## config.mk

```make
export PLATFORM = sky130hd
export DESIGN_NAME = ubksa_pipe_addsub
export DESIGN_NICKNAME = d
export VERILOG_FILES = /design/src/rtl/ubksa_pipe_addsub.sv
export SDC_FILE = /design/constraint.sdc
export NUM_CORES = 1
export LEC_CHECK = 0
export CAP_MARGIN = 20
export CORE_MARGIN = 5
export CORE_UTILIZATION = 45
export CTS_CLUSTER_SIZE = 10
export DETAILED_ROUTE_END_ITERATION = 7
export GPL_ROUTABILITY_DRIVEN = 1
export GPL_TIMING_DRIVEN = 0
export SLEW_MARGIN = 20
export SYNTH_ARGS = -nofsm -noshare
export SYNTH_HDL_FRONTEND = slang
export SYNTH_SLANG_ARGS = --single-unit
```

## constraint.sdc

```tcl
create_clock -name CLK -period 26.6 [get_ports CLK]
set_input_delay 5.32 -clock CLK [delete_from_list [all_inputs] [get_ports CLK]]
set_output_delay 5.32 -clock CLK [all_outputs]
set_load 0.01 [all_outputs]
```

## src/rtl/ubksa_pipe_addsub.sv

```systemverilog
// ubksa_pipe_addsub: pipelined unsigned Kogge-Stone adder/subtractor with
// unequal operand widths and a global-stall valid/ready handshake.
//
// Ports
//   CLK, RST             clock (rising edge), synchronous active-high reset
//   IN_VALID / IN_READY  input handshake; IN_READY = !OUT_VALID | OUT_READY
//   X [XW], Y [YW]       operands, both zero-extended to N = max(XW,YW)
//   CI                   carry-in (add mode only)
//   SUB                  0: S = Y + X + CI, 1: S = Y - X
//   TAG_IN [TAGW]        sideband tag travelling with the operation
//   OUT_VALID/OUT_READY  output handshake
//   S [N+1]              result; S[N] = carry out (add) / no-borrow (sub)
//   TAG_OUT [TAGW]       tag belonging to the result on S
module ubksa_pipe_addsub #(
    parameter int XW        = 8,
    parameter int YW        = 10,
    parameter int REG_EVERY = 1,
    parameter int TAGW      = 4,
    localparam int N        = (XW > YW) ? XW : YW
) (
    input  logic            CLK,
    input  logic            RST,
    input  logic            IN_VALID,
    output logic            IN_READY,
    input  logic [XW-1:0]   X,
    input  logic [YW-1:0]   Y,
    input  logic            CI,
    input  logic            SUB,
    input  logic [TAGW-1:0] TAG_IN,
    output logic            OUT_VALID,
    input  logic            OUT_READY,
    output logic [N:0]      S,
    output logic [TAGW-1:0] TAG_OUT
);

    localparam int unsigned L  = $clog2(N);
    localparam int unsigned LA = (L > 0) ? L : 1;
    localparam int unsigned RD = (REG_EVERY > 0) ? REG_EVERY : 1;
    localparam int unsigned NS = (REG_EVERY > 0) ? (L + RD - 1) / RD : 0;

    // Index one past the last prefix level feeding register stage j.
    function automatic int unsigned grp_end(input int unsigned j);
        return (j * RD > L) ? L : j * RD;
    endfunction

    logic adv;
    assign adv      = !OUT_VALID || OUT_READY;
    assign IN_READY = adv;

    // Stage-0 operand formation
    logic [N-1:0] xe, ye, b;
    logic         cin0;
    always_comb begin
        xe         = '0;
        xe[XW-1:0] = X;
        ye         = '0;
        ye[YW-1:0] = Y;
        b          = SUB ? ~xe : xe;
        cin0       = SUB | CI;
    end

    // Register stages: index 0 is the input register, 1..NS follow prefix groups.
    logic [N-1:0]    rg   [NS+1];
    logic [N-1:0]    rp   [NS+1];
    logic [N-1:0]    rp0  [NS+1];
    logic            rcin [NS+1];
    logic [TAGW-1:0] rtag [NS+1];
    logic            rv   [NS+1];

    // Combinational prefix levels
    logic [N-1:0] lg [LA];
    logic [N-1:0] lp [LA];

    for (genvar k = 0; k < L; k++) begin : g_lvl
        localparam int unsigned SPAN = 1 << k;
        // Low SPAN bits have no partner at distance SPAN: P passes through.
        localparam logic [N-1:0] LOWM = {N{1'b1}} >> (N - SPAN);
        logic [N-1:0] gi, pi;
        if (REG_EVERY > 0 && (k % RD) == 0) begin : g_from_reg
            assign gi = rg[k / RD];
            assign pi = rp[k / RD];
        end else if (k == 0) begin : g_from_in
            assign gi = rg[0];
            assign pi = rp[0];
        end else begin : g_from_lvl
            assign gi = lg[k-1];
            assign pi = lp[k-1];
        end
        assign lg[k] = gi | (pi & (gi << SPAN));
        assign lp[k] = pi & ((pi << SPAN) | LOWM);
    end

    // Final group (G,P) spanning bit 0..i for each i
    logic [N-1:0] gf, pf;
    if (NS > 0) begin : g_fin_reg
        assign gf = rg[NS];
        assign pf = rp[NS];
    end else if (L > 0) begin : g_fin_lvl
        assign gf = lg[L-1];
        assign pf = lp[L-1];
    end else begin : g_fin_none
        assign gf = rg[0];
        assign pf = rp[0];
    end

    logic [N:0] carry, sum;
    assign carry = {gf | (pf & {N{rcin[NS]}}), rcin[NS]};
    assign sum   = {carry[N], rp0[NS] ^ carry[N-1:0]};

    always_ff @(posedge CLK) begin
        if (RST) begin
            for (int unsigned j = 0; j <= NS; j++) rv[j] <= 1'b0;
            OUT_VALID <= 1'b0;
            S         <= '0;
            TAG_OUT   <= '0;
        end else if (adv) begin
            rg[0]   <= ye & b;
            rp[0]   <= ye ^ b;
            rp0[0]  <= ye ^ b;
            rcin[0] <= cin0;
            rtag[0] <= TAG_IN;
            rv[0]   <= IN_VALID;
            for (int unsigned j = 1; j <= NS; j++) begin
                rg[j]   <= lg[grp_end(j) - 1];
                rp[j]   <= lp[grp_end(j) - 1];
                rp0[j]  <= rp0[j-1];
                rcin[j] <= rcin[j-1];
                rtag[j] <= rtag[j-1];
                rv[j]   <= rv[j-1];
            end
            OUT_VALID <= rv[NS];
            // Bubbles leave S/TAG_OUT untouched.
            if (rv[NS]) begin
                S       <= sum;
                TAG_OUT <= rtag[NS];
            end
        end
    end

endmodule

```

Word level (Yosys, flattened, before mapping)

Memories as Yosys holds them, arrays and structs flattened. A register that Yosys moved wholly into a read port is not among the register bits.
Index checks and enable logic that the tools add are counted.
Widths: inputs -> output; s select.

RAM bits: 180
Register bits after elaboration: 12
Input port bits: 28
Output and inout port bits: 17
Memories kept: 6

Bitwise operators: 24
Multiplexer cells: 11
Reduce and logical (&&, ||, !) cells: 3

Memory list:

| memory | words | width | rd ports | clocked after Yosys merged registers in | wr ports | line | RTL |
|---|---|---|---|---|---|---|---|
| rg     | 5     | 10    | 5        | 0                                       | 5        | 63   | `logic [N-1:0] rg [NS+1];` |
| rp     | 5     | 10    | 5        | 0                                       | 5        | 64   | `logic [N-1:0] rp [NS+1];` |
| rp0    | 5     | 10    | 5        | 0                                       | 5        | 65   | `logic [N-1:0] rp0 [NS+1];` |
| rtag   | 5     | 4     | 5        | 1                                       | 5        | 67   | `logic [TAGW-1:0] rtag [NS+1];` |
| rcin   | 5     | 1     | 5        | 0                                       | 5        | 66   | `logic rcin [NS+1];` |
| rv     | 5     | 1     | 5        | 0                                       | 5        | 68   | `logic rv [NS+1];` |

Operators by type and width:

| operator         | number |
|---|---|
| $and 10x10->10   | 10 |
| $or 10x10->10    | 5 |
| $xor 10x10->10   | 2 |
| $mux 1           | 10 |
| $mux 10          | 1 |
| $not 8->10       | 1 |
| $or 1x1->1       | 6 |
| $reduce_and 2->1 | 1 |
| $logic_not 1->1  | 1 |
| $logic_or 1x1->1 | 1 |

Depth between registers and ports, before layout

Word-level depth: 6
Gate-level depth with buffers: 5
Mapped depth without buffers: 4

Worst setup path before layout

OpenSTA, ideal clock, no wires.

Path type: input to register
Start point: input RST
End point: memory rv[0][0], data pin
Library setup time: 0.183 ns
Arrival: 12.828 ns
Buffers on the path: 1
Path slack: 13.589 ns
Cell stages on the path: 3
Cells stage by stage: buf_2 nor2_1 and2_1

RTL lines:

| element         | line | RTL |
|---|---|---|
| start, declared | 22   | `input logic RST,` |
| end, declared   | 68   |  |

Final worst setup path

Start point: input OUT_READY
End point: output IN_READY

Longest elaborated chain between the ends: 1

RTL lines:

| element          | line | RTL |
|---|---|---|
| start, declared  | 31   | `input logic OUT_READY,` |
| $logic_or 1x1->1 | 47   | `assign adv = !OUT_VALID \|\| OUT_READY;` |
| end, declared    | 24   | `output logic IN_READY,` |

No other way between the ends.

==> metrics.md <==
| Metric | Value |
|---|---|
| Seq cells post-synth | 182 |
| Slew Limit Fails | 0 |
| Synth Area in Simple Gates | 0.05544 |
| Synthesized area | 6432 um2 |
| Slowest-stage cell, CP | clkdlybuf4s50_1 |
| Mux share of post-synthesis cell area | 0 |
| WP data arrival | 6.81 ns |
| CP Max Fanout | 10 |
| Synth Net Count | 384 |
| Final #Nets | 453 |
| Synth area leaders | edfxtp_1 77%, dfxtp_1 5.0%, a21o_1 2.9% |
| R2R depth | 5 |
| Routability cong. | 0.7254 |
| DR pass1 iterations | 4 |
| CTS tree | built |
| Die area | 16790 um2 |
| CP dominant cell by count | clkdlybuf4s50_1 |
| Row count | 43 |
| Reg2reg setup slack | 24.74 ns |
| Core area | 13930 um2 |
| IO Count | 45 |
| Clk pin slew, worst setup/hold paths | 0.07 ns |
| Skew final | 0.009963 ns |
| Chip height | 129.6 um |
| Most frequent cell after synthesis | edfxtp_1 |
| Setup TNS | 0 ns |
| Initial core utilization | 0.4616 |
| Reg-to-Reg End | rg[0][17] |
| Post-DP Area | 7261 um2 |
| DIE WIDTH | 129.6 um |
| Max Fclk | 82.43 MHz |
| Critical path class | in2out |
| Filler Cell Count | 1067 |
| CP Cell Sequence | clkdlybuf4s50_1 > nor2b_4 > inv_2 > buf_4 > clkdlybuf4s50_1 |
| Critical path required time | 21.28 ns |
| Drc violations | 0 |
| Main combinational cell family by area after synthesis | compound AO/OA/AOI/OAI gates |
| P&R area growth vs syn | 22.02% |
| Largest net degree at the start of global routing | 34 |
| Compound-cell area share of the yosys netlist | 0.07508 |
| Synth top cells by count | 166 x edfxtp_1, 30 x and2_1, 25 x a21o_1 |
| First-pass GRT wire length | 14750 um |
| Vias | 2887 |
| Run status | finished, final reports clean |
| Fin Hold WS | 0.4082 ns |
| Slew HR | 0.6119 |
| Final Instance Area | 7849 um2 |
| CTS HTree Levels | 4 |
| Synthesized area per cell | 18.64 um2 |
| Insertion delay to the later sink of the worst-skew pair | 0.43 ns |
| Hold buffers post-CTS | 0 |
| Vias in the first global route | 2952 |
| Critical path's largest stage delay | 0.48 ns |
| Worst R2R Start | OUT_VALID |
| Pwr dens | 78.69 nW/um2 |
| Share of cells above drive strength 1 | 0.1265 |
| Cell variety after synth | 27 |
| Input/output buffers | 43 |
| VDD IR max | 0.04109 mV |
| Post-synth top area cell | edfxtp_1 |
| Ys flop type | edfxtp_1 |
| Total grt overflow | 0 |
| Crit end category | output pin |
| Synth top area share | 0.7749 |
| Setup violators final | 0 |
| Post-CTS sizing | 0 |
| WL/cell | 14.42 um |
| HP Class | reg2reg |
| # diodes | 0 |
| Max-capacitance violation count | 0 |
| DRT antenna net count | 0 |
| Crit path from | OUT_READY |
| Yosys warns | 0 |
| Critical Path Start Type | input port |
| Initial antenna violation count | 0 |
| Overall Global Routing Usage | 0.1170 |
| Min Clock Period, post-route | 12.13 ns |
| Placed wire-length estimate | 6015 um |
| Clock buffers created by TritonCTS | 17 |
| CP Capture Point | IN_READY |
| Ys async rst share | 0 |
| Max Root-Sink Buffers | 2 |
| DR iter-0 viols | 166 |
| Final WL | 8750 um |
| Clk sink count | 182 |
| Seq/Total Area, Yosys | 0.8247 |
| RSZ-0062 raised after global routing | false |
| Mapped Cells | 345 |
| Leak | 2.803 nW |
| Post-Synth Adder-Cell Area | 0.02140 |
| Post-synthesis xor/xnor area fraction | 0.01089 |
| Root Buffer | clkbuf_16 |
| Vias/cell | 4.756 |
| Fin crit share | 0.4561 |
| Post-synth EDFFs | 166 |
| Final Hold Fails | 0 |
| Worst Tran Pin Value | 0.5808 ns |
| Post-CTS setup buffers | 0 |
-- sequential cells by signal, summed over array words and instances (netlist names) --
signal / count
S: 11
rp0: 36
rg: 50
rcin: 5
rv: 5
OUT_VALID: 1
TAG_OUT: 4
rtag: 20
rp: 50
-- cell type report --
class,count,area (um2),area share
buffer,10,72.57,0.009246
clock inverter,15,162.7,0.02072
sequential,182,5305,0.6759
timing repair buffer,50,595.6,0.07588
inverter,2,7.507,0.0009565
clock buffer,17,425.4,0.05420
multi-input combinational,151,1055,0.1344
tap,180,225.2,0.02869
-- cells in the final DEF, fill, tap and decap left out, drive strengths merged --
cell type / n
xor2: 8
and2: 30
nand2b: 1
edfxtp: 166
clkdlybuf4s50: 43
a311oi: 1
clkbuf: 18
o21ai: 15
a21o: 25
nand3: 13
a211o: 8
nor2b: 10
dfxtp: 16
a21oi: 17
clkinv: 3
bufinv: 2
o22ai: 8
nor2: 1
inv: 10
clkinvlp: 2
or2: 1
nand4: 1
buf: 16
ha: 11
or3: 1
-- worst max-delay path, delay by kind of cell --
family                 cells  cell delay [ns]
buffers and inverters      4             1.25
and+or+nand+nor            1             0.23
-- cells by family (layout without fill, tap and decap cells) --
group / count (synthesis) / after routing
buffers and inverters: 12 / 94
XOR/XNOR: 8 / 8
adder cells (fa/ha/maj): 11 / 11
AND/OR/NAND/NOR: 58 / 58
AO/OA/AOI/OAI: 74 / 74
flip-flops: 182 / 182
-- per-layer routing --
| metal | track usage | routed length [um] | vias to the layer above |
|---|---|---|---|
| met1 | 0.1492 | 3952 | 1344 |
| met5 | 0 | 0 | - |
| met3 | 0.03998 | 397 | 12 |
| met4 | 0.06235 | 176 | 0 |
| li1 | - | - | 1472 |
| met2 | 0.1777 | 4223 | 59 |
-- worst min path at each step --
stage / slack [ns] / depth (start not counted) / to / from
6_report: 0.41 / 0 / rtag[1][2] / rtag[0][2]
5_1_grt: 0.41 / 0 / rtag[1][2] / rtag[0][2]
4_1_cts: 0.41 / 0 / rtag[1][0] / rtag[0][0]
3_5_place_dp: 0.40 / 0 / rp0[0][32] / rp0[0][22]
3_3_place_gp: 0.40 / 0 / rtag[1][2] / rtag[0][2]
2_1_floorplan: 0.40 / 0 / rcin[0][1] / rcin[0][0]
-- stage by stage --
stage          power (mW)  cells  utilization  worst slack [ns]
2_1_floorplan      0.3639    345            -             13.59
3_3_place_gp       0.3763    568       0.5087             10.83
3_5_place_dp       0.3772    575       0.5211             14.44
4_1_cts            0.6243    607       0.5633             14.44
5_1_grt            0.6414    607       0.5633             14.38
6_report           0.6176    607       0.5633             14.47
-- power breakdown --
group          leakage [nW]  total [mW]  internal (mW)  switching (mW)
sequential             1.77       0.344          0.335         0.00839
combinational         0.749      0.0263         0.0140          0.0122
clock                 0.284       0.248          0.140           0.107
Note: power is estimated with default switching activity, not from simulation.
